`config.mk`:
```
export PLATFORM = sky130hd
export DESIGN_NAME = single_port_ram_init_flat
export DESIGN_NICKNAME = d
export VERILOG_FILES = /design/src/rtl/single_port_ram_init_if.sv /design/src/rtl/single_port_ram_init.sv /design/src/flat_wrapper.sv
export SDC_FILE = /design/constraint.sdc
export NUM_CORES = 1
export LEC_CHECK = 0
export CORE_ASPECT_RATIO = 1.1
export CORE_UTILIZATION = 30
export DETAILED_ROUTE_END_ITERATION = 6
export GPL_TIMING_DRIVEN = 0
export PLACE_DENSITY = 0.46
export SLEW_MARGIN = 20
export SYNTH_ARGS = -nofsm -noshare
export SYNTH_HDL_FRONTEND = slang
export SYNTH_SLANG_ARGS = --single-unit
```
`constraint.sdc`:
```
create_clock -name CLK -period 3.6 [get_ports CLK]
set_input_delay 0.36 -clock CLK [delete_from_list [all_inputs] [get_ports CLK]]
set_output_delay 0.36 -clock CLK [all_outputs]
set_load 0.02 [all_outputs]
```
`src/rtl/single_port_ram_init_if.sv`:
```
// Access bus for single_port_ram_init: request/write side driven by the master,
// read data and status returned by the RAM.
interface single_port_ram_init_if #(
   parameter int DATA_WIDTH = 16,
   parameter int LANE_WIDTH = 8,
   parameter int ADDR_WIDTH = 6
);
   localparam int LANES = DATA_WIDTH / LANE_WIDTH;

   logic                  en;
   logic [LANES-1:0]      we;
   logic                  clr;
   logic [ADDR_WIDTH-1:0] address;
   logic [DATA_WIDTH-1:0] DI;
   logic [DATA_WIDTH-1:0] DO;
   logic                  rd_valid;
   logic                  busy;

   modport master (
      output en, we, clr, address, DI,
      input  DO, rd_valid, busy
   );

   modport slave (
      input  en, we, clr, address, DI,
      output DO, rd_valid, busy
   );
endinterface

```
`src/rtl/single_port_ram_init.sv`:
```
// Parametrised single-port RAM with per-lane write enables, async or registered
// read, and a clear engine that sweeps every word to INIT_VALUE.
module spram_lane_merge #(
   parameter int W = 8
) (
   input  logic         i_we,
   input  logic [W-1:0] i_new,
   input  logic [W-1:0] i_old,
   output logic [W-1:0] o_word
);
   assign o_word = i_we ? i_new : i_old;
endmodule

module single_port_ram_init #(
   parameter int                   DATA_WIDTH = 16,
   parameter int                   LANE_WIDTH = 8,
   parameter int                   ADDR_WIDTH = 6,
   parameter int                   READ_MODE  = 0,
   parameter int                   RDW_MODE   = 0,
   parameter logic [DATA_WIDTH-1:0] INIT_VALUE = '0
) (
   input logic                    CLK,
   input logic                    RST,
   single_port_ram_init_if.slave  bus
);
   localparam int LANES = DATA_WIDTH / LANE_WIDTH;
   localparam int DEPTH = 2 ** ADDR_WIDTH;

   typedef enum logic {CLEAR, IDLE} state_t;

   state_t                r_state;
   logic [ADDR_WIDTH-1:0] r_ptr;
   logic [DATA_WIDTH-1:0] r_mem [DEPTH];

   logic                  w_busy;
   logic                  w_accept;
   logic                  w_wr;
   logic                  w_rd;
   logic [DATA_WIDTH-1:0] w_old;
   logic [DATA_WIDTH-1:0] w_merged;

   assign w_busy   = (r_state == CLEAR);
   assign w_accept = ~w_busy & bus.en & ~bus.clr;
   assign w_wr     = w_accept & (|bus.we);
   assign w_rd     = ~(|bus.we);
   assign w_old    = r_mem[bus.address];
   assign bus.busy = w_busy;

   genvar g;
   generate
      for (g = 0; g < LANES; g++) begin : g_lane
         spram_lane_merge #(.W(LANE_WIDTH)) u_lane (
            .i_we   (bus.we[g]),
            .i_new  (bus.DI[g*LANE_WIDTH +: LANE_WIDTH]),
            .i_old  (w_old[g*LANE_WIDTH +: LANE_WIDTH]),
            .o_word (w_merged[g*LANE_WIDTH +: LANE_WIDTH])
         );
      end
   endgenerate

   // Sweep ends on the edge that writes the last word; ptr wraps back to 0.
   always_ff @(posedge CLK) begin
      if (RST) begin
         r_state <= CLEAR;
         r_ptr   <= '0;
      end else begin
         case (r_state)
            CLEAR: begin
               r_ptr <= r_ptr + 1'b1;
               if (&r_ptr) r_state <= IDLE;
            end
            IDLE: begin
               if (bus.clr) begin
                  r_state <= CLEAR;
                  r_ptr   <= '0;
               end
            end
            default: r_state <= CLEAR;
         endcase
      end
   end

   // Storage kept free of reset so it can map onto RAM primitives.
   always_ff @(posedge CLK) begin
      if (!RST) begin
         if (w_busy)    r_mem[r_ptr]       <= INIT_VALUE;
         else if (w_wr) r_mem[bus.address] <= w_merged;
      end
   end

   generate
      if (READ_MODE == 0) begin : g_async
         assign bus.DO       = w_old;
         assign bus.rd_valid = bus.en & ~w_busy & w_rd;
      end else begin : g_reg
         logic [DATA_WIDTH-1:0] r_do;
         logic                  r_rd_valid;

         always_ff @(posedge CLK) begin
            if (RST) begin
               r_do       <= '0;
               r_rd_valid <= 1'b0;
            end else begin
               r_rd_valid <= w_accept & w_rd;
               if (w_accept) r_do <= (RDW_MODE != 0) ? w_merged : w_old;
            end
         end

         assign bus.DO       = r_do;
         assign bus.rd_valid = r_rd_valid;
      end
   endgenerate
endmodule

```
`src/flat_wrapper.sv`:
```
// flat-port wrapper written by rule: the top's interface ports become plain ports
module single_port_ram_init_flat 
#(
   parameter int                   DATA_WIDTH = 16,
   parameter int                   LANE_WIDTH = 8,
   parameter int                   ADDR_WIDTH = 6,
   parameter int                   READ_MODE  = 0,
   parameter int                   RDW_MODE   = 0,
   parameter logic [DATA_WIDTH-1:0] INIT_VALUE = '0
)
  (CLK, RST, bus_en, bus_we, bus_clr, bus_address, bus_DI, bus_DO, bus_rd_valid, bus_busy);
  single_port_ram_init_if #(.DATA_WIDTH(DATA_WIDTH), .LANE_WIDTH(LANE_WIDTH), .ADDR_WIDTH(ADDR_WIDTH)) bus_i ();
  input logic CLK;
  input logic RST;
  input wire logic [$bits(bus_i.en)-1:0] bus_en;
  input wire logic [$bits(bus_i.we)-1:0] bus_we;
  input wire logic [$bits(bus_i.clr)-1:0] bus_clr;
  input wire logic [$bits(bus_i.address)-1:0] bus_address;
  input wire logic [$bits(bus_i.DI)-1:0] bus_DI;
  output wire logic [$bits(bus_i.DO)-1:0] bus_DO;
  output wire logic [$bits(bus_i.rd_valid)-1:0] bus_rd_valid;
  output wire logic [$bits(bus_i.busy)-1:0] bus_busy;
  assign bus_i.en = bus_en;
  assign bus_i.we = bus_we;
  assign bus_i.clr = bus_clr;
  assign bus_i.address = bus_address;
  assign bus_i.DI = bus_DI;
  assign bus_DO = bus_i.DO;
  assign bus_rd_valid = bus_i.rd_valid;
  assign bus_busy = bus_i.busy;
  single_port_ram_init #(.DATA_WIDTH(DATA_WIDTH), .LANE_WIDTH(LANE_WIDTH), .ADDR_WIDTH(ADDR_WIDTH), .READ_MODE(READ_MODE), .RDW_MODE(RDW_MODE), .INIT_VALUE(INIT_VALUE)) u_core (.CLK(CLK), .RST(RST), .bus(bus_i));
endmodule
```
* After elaboration in Yosys (flattened, before gate mapping)
Memories as Yosys holds them, arrays and structs flattened.
Cells that the tools add are included.
** Operators by class
- $add $sub $neg :: 1
- Multiplexer cells :: 17
- Div/mod/pow operators :: 0
- Eq/ne operators :: 1
- Bitwise operators :: 7
- $lt $le $gt $ge :: 0
- Reduce and logical (&&, ||, !) cells :: 3
- Multipliers :: 0
- Shifts and indexed selects :: 0
** Operators with widths (count)
- 16-bit two-way mux :: 1
- 8-bit two-way mux :: 2
- 16-bit OR reduction :: 1
- 6-bit two-way mux :: 2
- 6-bit case mux with 2 select lines :: 1
- 1-bit two-way mux :: 10
- 6-bit by 1-bit adder with 6-bit output, second input constant :: 1
- 6-bit AND reduction :: 1
- 1-bit bitwise AND :: 4
- 1-bit NOT :: 3
- 2-bit inequality test, second input constant :: 1
- 1-bit case mux with 2 select lines :: 1
- 2-bit OR reduction :: 1
** Word-level totals
- Memories :: 1
- Bits in read-only memories :: 0
- Output and inout port bits :: 18
- Input port bits :: 28
- Memory bits (writable) :: 1024
- Bits in registers :: 7
- Logic and storage cells :: 32
- Latch bits :: 0
** Memories
- u_core.r_mem :: depth 64, bits a word 16, read ports 1, clocked after memory_dff 0, wr ports 1, RTL line single_port_ram_init.sv:33 : logic [DATA_WIDTH-1:0] r_mem [DEPTH];

* Longest topological paths before layout
- Depth after elaboration :: 9
- Gate-level depth with buffers :: 11
- Gate-level depth less buffers :: 6

* Hierarchy
From an unflattened synthesis, not the netlist that was laid out.
** Unflattened totals
- Cell total of the unflattened synthesis :: 1856
- Area, all modules :: 40577.7 um^2
** By module, submodules not included
- single_port_ram_init :: seq. area each 30889.6 um^2, cells an instance 1838, times used 1, area an instance 40314.9 um^2
- spram_lane_merge :: seq. area each 0.0 um^2, cells an instance 9, times used 2, area an instance 131.4 um^2

* Worst setup path before layout
No wires, ideal clock.
- Kind :: input to register
- Start :: in bus_address[0]
- End :: mem u_core.r_mem[0][8] (data pin)
- Data arrival time :: 2.959 ns
- Required time :: 3.238 ns
- Stages :: 11
- Setup time :: 0.362 ns
- Buffers on the path :: 6
- Setup slack :: 0.278 ns
- Path through :: buf_2 -> buf_6 -> buf_6 -> buf_6 -> buf_6 -> buf_6 -> nand2_1 -> a32oi_1 -> o21ai_0 -> o31ai_2 -> o21a_1
** Between the ends
- Longest elaborated chain between the ends :: 3
** Ends and longest elaborated chain
- start, declared :: RTL line flat_wrapper.sv:18 : input wire logic [$bits(bus_i.address)-1:0] bus_address;
- memory 64 x 16 bit
- net bus_DO[8] :: RTL line flat_wrapper.sv:20 : output wire logic [$bits(bus_i.DO)-1:0] bus_DO;
- 8-bit two-way mux :: RTL line single_port_ram_init.sv:11 : assign o_word = i_we ? i_new : i_old;
- 16-bit two-way mux (no line)
- end, declared :: RTL line single_port_ram_init.sv:33
The timed path passes the listed nets, and every way through them passes these cells.

* Worst setup path after layout
- Start :: reg u_core.r_state
- End :: mem u_core.r_mem[48][7], enable pin
** Between the ends
- Longest elaborated chain between the ends :: 9
- Elaborated cells between the ends (all ways) :: 13
- Classes of those cells :: mux: 9; bitwise: 3; reduce/logical: 1
** Ends and longest elaborated chain
- start, declared :: RTL line single_port_ram_init.sv:31 : state_t r_state;
- start signal, assigned :: RTL line single_port_ram_init.sv:64 : r_state <= CLEAR;
- start signal, assigned :: RTL line single_port_ram_init.sv:70 : if (&r_ptr) r_state <= IDLE;
- start signal, assigned :: RTL line single_port_ram_init.sv:74 : r_state <= CLEAR;
- 1-bit bitwise AND (2 in a row) :: RTL line single_port_ram_init.sv:43 : assign w_accept = ~w_busy & bus.en & ~bus.clr;
- 1-bit bitwise AND :: RTL line single_port_ram_init.sv:44 : assign w_wr = w_accept & (|bus.we);
- 1-bit two-way mux :: RTL line single_port_ram_init.sv:87 : else if (w_wr) r_mem[bus.address] <= w_merged;
- 1-bit two-way mux :: RTL line single_port_ram_init.sv:86 : if (w_busy) r_mem[r_ptr] <= INIT_VALUE;
- 1-bit two-way mux :: RTL line single_port_ram_init.sv:85 : if (!RST) begin
- 1-bit two-way mux (implied by the code) :: RTL line single_port_ram_init.sv:87
- 16-bit OR reduction (no line)
- 6-bit two-way mux (no line) or 1-bit two-way mux (tied branches)
Several ways; a longest one is shown, not always the timed one.

==> results_dict.tcl <==
set metrics [dict create \
    hold_path_depth 3 \
    via_per_inst 5.04 \
    rr_worst_depth 8 \
    rows 141 \
    drt_first_pass_iters 5 \
    power.density_nw_per_um2 518 \
    antenna_found_initial 7 \
    clk_pin_slew_ps 70 \
    syn_nets 2053 \
    h-tree-depth 3 \
    drc_errors 0 \
    rr_startpoint "u_core.r_state" \
    arrival_ps 4020 \
    dieHeight_um 388 \
    setup_violations 33 \
    vias 20700 \
    ys_types 51 \
    ys_seq_area_frac 0.761 \
    design.die.area_sq_um 137000 \
    min_to "u_core.r_mem[2][12]" \
    worst-setup-path-type "flop to flop" \
    slowest_delay_ps 690 \
    cpMaxStageDelayCell "nor2_2" \
    finalMaxSlewViolations 0 \
    synthesis.area_sq_um 40600 \
    grt_overflow_total 0 \
    fmax_mhz 275 \
    critPathMaxFanout 9 \
    status "complete, but fails checks" \
    rsz0062_at_grt "true" \
    synth_edf_count 1024 \
    power.leakage_nw 17.6 \
    synthCells 2024 \
    wl_per_cell_um 29.0 \
    worst_r2r_endpoint "u_core.r_mem[48][7]" \
    finalCritPeriodShare 1.01 \
    track_usage 0.174 \
    worst_setup_path_start_kind "flop" \
    ios 46 \
    drtIter0Drc 1931 \
    grt_pass1_wl_mm 167 \
    cts-buffers-inserted 102 \
    syn_to_final_growth_pct 19.0 \
    postRouteAntennaNets 0 \
    synth-main-ff-cell "edfxtp_1" \
    cp.required_ps 3990 \
    final_hold_viol_count 0 \
    regToRegSetupSlack_ps -40 \
    start_util 0.302 \
    fin_worst_skew_ps 42.6 \
    violations "negative setup slack" \
    yosysWarnings 0 \
    coreArea_sq_um 134000 \
    clk_latency_ps 720 \
    ctsLongestPathBuffers 3 \
    final_nets 2266 \
    tightest_slew_ps 1240 \
    final_util 0.360 \
    grt_max_degree 65 \
    wl_mm 119 \
    worstPathCellList "nand2_1 > or4_1 > clkbuf_1 > or3_1 > o31ai_1 > nand2_1 > nor2_2 > buf_8" \
    clock_sinks 1031 \
    gp_congestion 0.941 \
    path_common_cell "nand2_1" \
    period_minus_slack_ps 3640 \
    whs_ps 362 \
    hold_path_class "input port to flop" \
    drv_cap 0 \
    fp.dieW_um 353 \
    synth_top_area_cell "edfxtp_1" \
    yosysTopAreaCellShare 0.757 \
    postCtsSetupBuffers 0 \
    synthTopCellsByArea "edfxtp_1 (76%), mux4_2 (10%), mux2i_1 (4.2%), a22oi_1 (1.1%), mux2_2 (1.1%)" \
    min_from "bus_we[1]" \
    hpwl_mm 83.1 \
    nFillCells 12400 \
    clock_tree.root_cell "clkbuf_16" \
    ys_ff_latch 1031 \
    port_buffers 38 \
    drive_gt1_frac 0.285 \
    fin_ws_ps -35.1 \
    worstSetupEndpointType "flop" \
    peakVddDrop_v 0.000408 \
    total_power_mw 25.0 \
    async_flop_share 0 \
    synth.avg_cell_area_sq_um 20.1 \
    cts_tree "built" \
    relSlewSlack 0.174 \
    grt_pass1_vias 21200 \
]
-- cell type report --
type	instances	area (sq um)	share of cell area
antenna	5	12.5	0.000259
buffer	118	803	0.0166
inverter	19	71.3	0.00148
multi-input combinational	855	9580	0.198
timing repair buffer	110	1360	0.0282
clock buffer	115	2640	0.0547
sequential	1031	30900	0.639
tap	1787	2240	0.0463
clock inverter	75	738	0.0153
-- report_power, final --
part / switching (mW) / total, mW / leakage (nW) / internal [mW]
combinational: 0.742 / 1.15 / 4.49 / 0.404
clock: 4.62 / 10.8 / 1.65 / 6.21
sequential: 0.0115 / 13.0 / 11.4 / 13.0
total: 5.37 / 25.0 / 17.6 / 19.6
-- through the flow --
stage                     instance area (sq um)  cells  worst slack [ps]   TNS, ps
after floorplan                           40600   2024               278         0
after global placement                    43200   3849             -3820  -4044520
after detailed placement                  44500   3921             -1060  -1257180
after CTS                                 48200   4111              -164      -468
after global routing                      48300   4110             -96.2     -4730
final                                     48300   4115             -35.1      -520
-- sequential cells by signal, summed over array words and instances (netlist names) --
register        count
u_core.r_mem     1024
u_core.r_ptr        6
u_core.r_state      1
-- cell usage in the layout, fill, tap and decap left out, types with 7 or more instances in the layout --
cell,synthesis,routed
a21oi_1,64,63
nor2_4,0,19
o21a_4,0,14
clkinv_1,1,31
buf_2,48,34
o21ai_0,26,15
mux2i_2,0,7
dlygate4sd2_1,0,10
a2111oi_2,0,9
bufinv_16,0,13
nand3_2,0,9
a22oi_1,59,59
clkbuf_2,0,12
nor2_2,1,39
buf_4,14,34
a221oi_1,15,14
clkdlybuf4s50_1,0,23
a22o_1,13,8
dfxtp_1,7,7
mux4_2,184,184
clkbuf_16,0,104
nand2_1,56,56
nor2_1,72,15
inv_1,18,18
clkbuf_1,32,31
buf_12,0,14
nor3_1,8,8
and2_1,7,7
buf_6,18,48
mux2i_1,172,165
buf_8,0,24
edfxtp_1,1024,1024
clkinv_2,0,21
o21ai_1,9,14
nor2b_1,8,8
nand2b_1,20,20
mux2_2,38,38
nand3_1,33,22
-- cells by family after synthesis --
logic type	share of synthesized area
buffers and inverters	0.0190
AND/OR/NAND/NOR	0.0258
flip-flops	0.761
multiplexers	0.155
adder cells (fa/ha/maj)	0.000308
AO/OA/AOI/OAI	0.0393
-- worst max path at each step --
| stage | cells past startpoint | endpoint | slack (ps) | start |
|---|---|---|---|---|
| finish | 8 | u_core.r_mem[48][7] | -40 | u_core.r_state |
| global route | 8 | u_core.r_mem[50][5] | -100 | u_core.r_state |
| CTS | 11 | bus_DO[13] | -160 | bus_address[0] |
| detailed placement | 11 | u_core.r_mem[55][2] | -1060 | bus_address[0] |
| global placement | 10 | u_core.r_mem[37][13] | -3820 | bus_address[0] |
| floorplan | 11 | u_core.r_mem[0][8] | 280 | bus_address[0] |
-- critical path, delay by kind of cell, from the launching register on --
| family | cells | cell delay (ps) |
|---|---|---|
| and+or+nand+nor | 5 | 2320 |
| buffers and inverters | 2 | 480 |
| DFF | 1 | 360 |
| AOI/OAI and AO/OA | 1 | 150 |
-- routing by layer --
metal | global-route usage | wire, um
met1 | 0.234 | 51800
met2 | 0.293 | 59200
met3 | 0.0267 | 5860
met4 | 0.0451 | 2440
met5 | 0 | 23
-- synth_stat cells, types with 3 or more instances --
cell / number
a221oi_1: 15
buf_1: 6
and3_1: 6
nor3_1: 8
nor2_1: 72
buf_4: 14
a22oi_1: 59
nor4b_1: 3
o21a_1: 16
mux4_2: 184
o21ai_0: 26
nand2b_1: 20
o21ai_1: 9
a32oi_1: 3
a31oi_1: 6
nand2_1: 56
mux2_2: 38
nor2b_1: 8
edfxtp_1: 1024
a22o_1: 13
dfxtp_1: 7
buf_6: 18
and2_1: 7
mux2i_1: 172
nand3_1: 33
inv_1: 18
a21oi_1: 64
clkbuf_1: 32
a2111oi_0: 11
buf_2: 48
o221ai_1: 4
-- repair_timing --
item / in CTS / in global routing
setup endpoints to repair: 508 / 125
hold buffers: 0 / 0
resized for setup: 112 / 28
pin swaps: 2 / 0
Power figures use the tool's default switching activity.
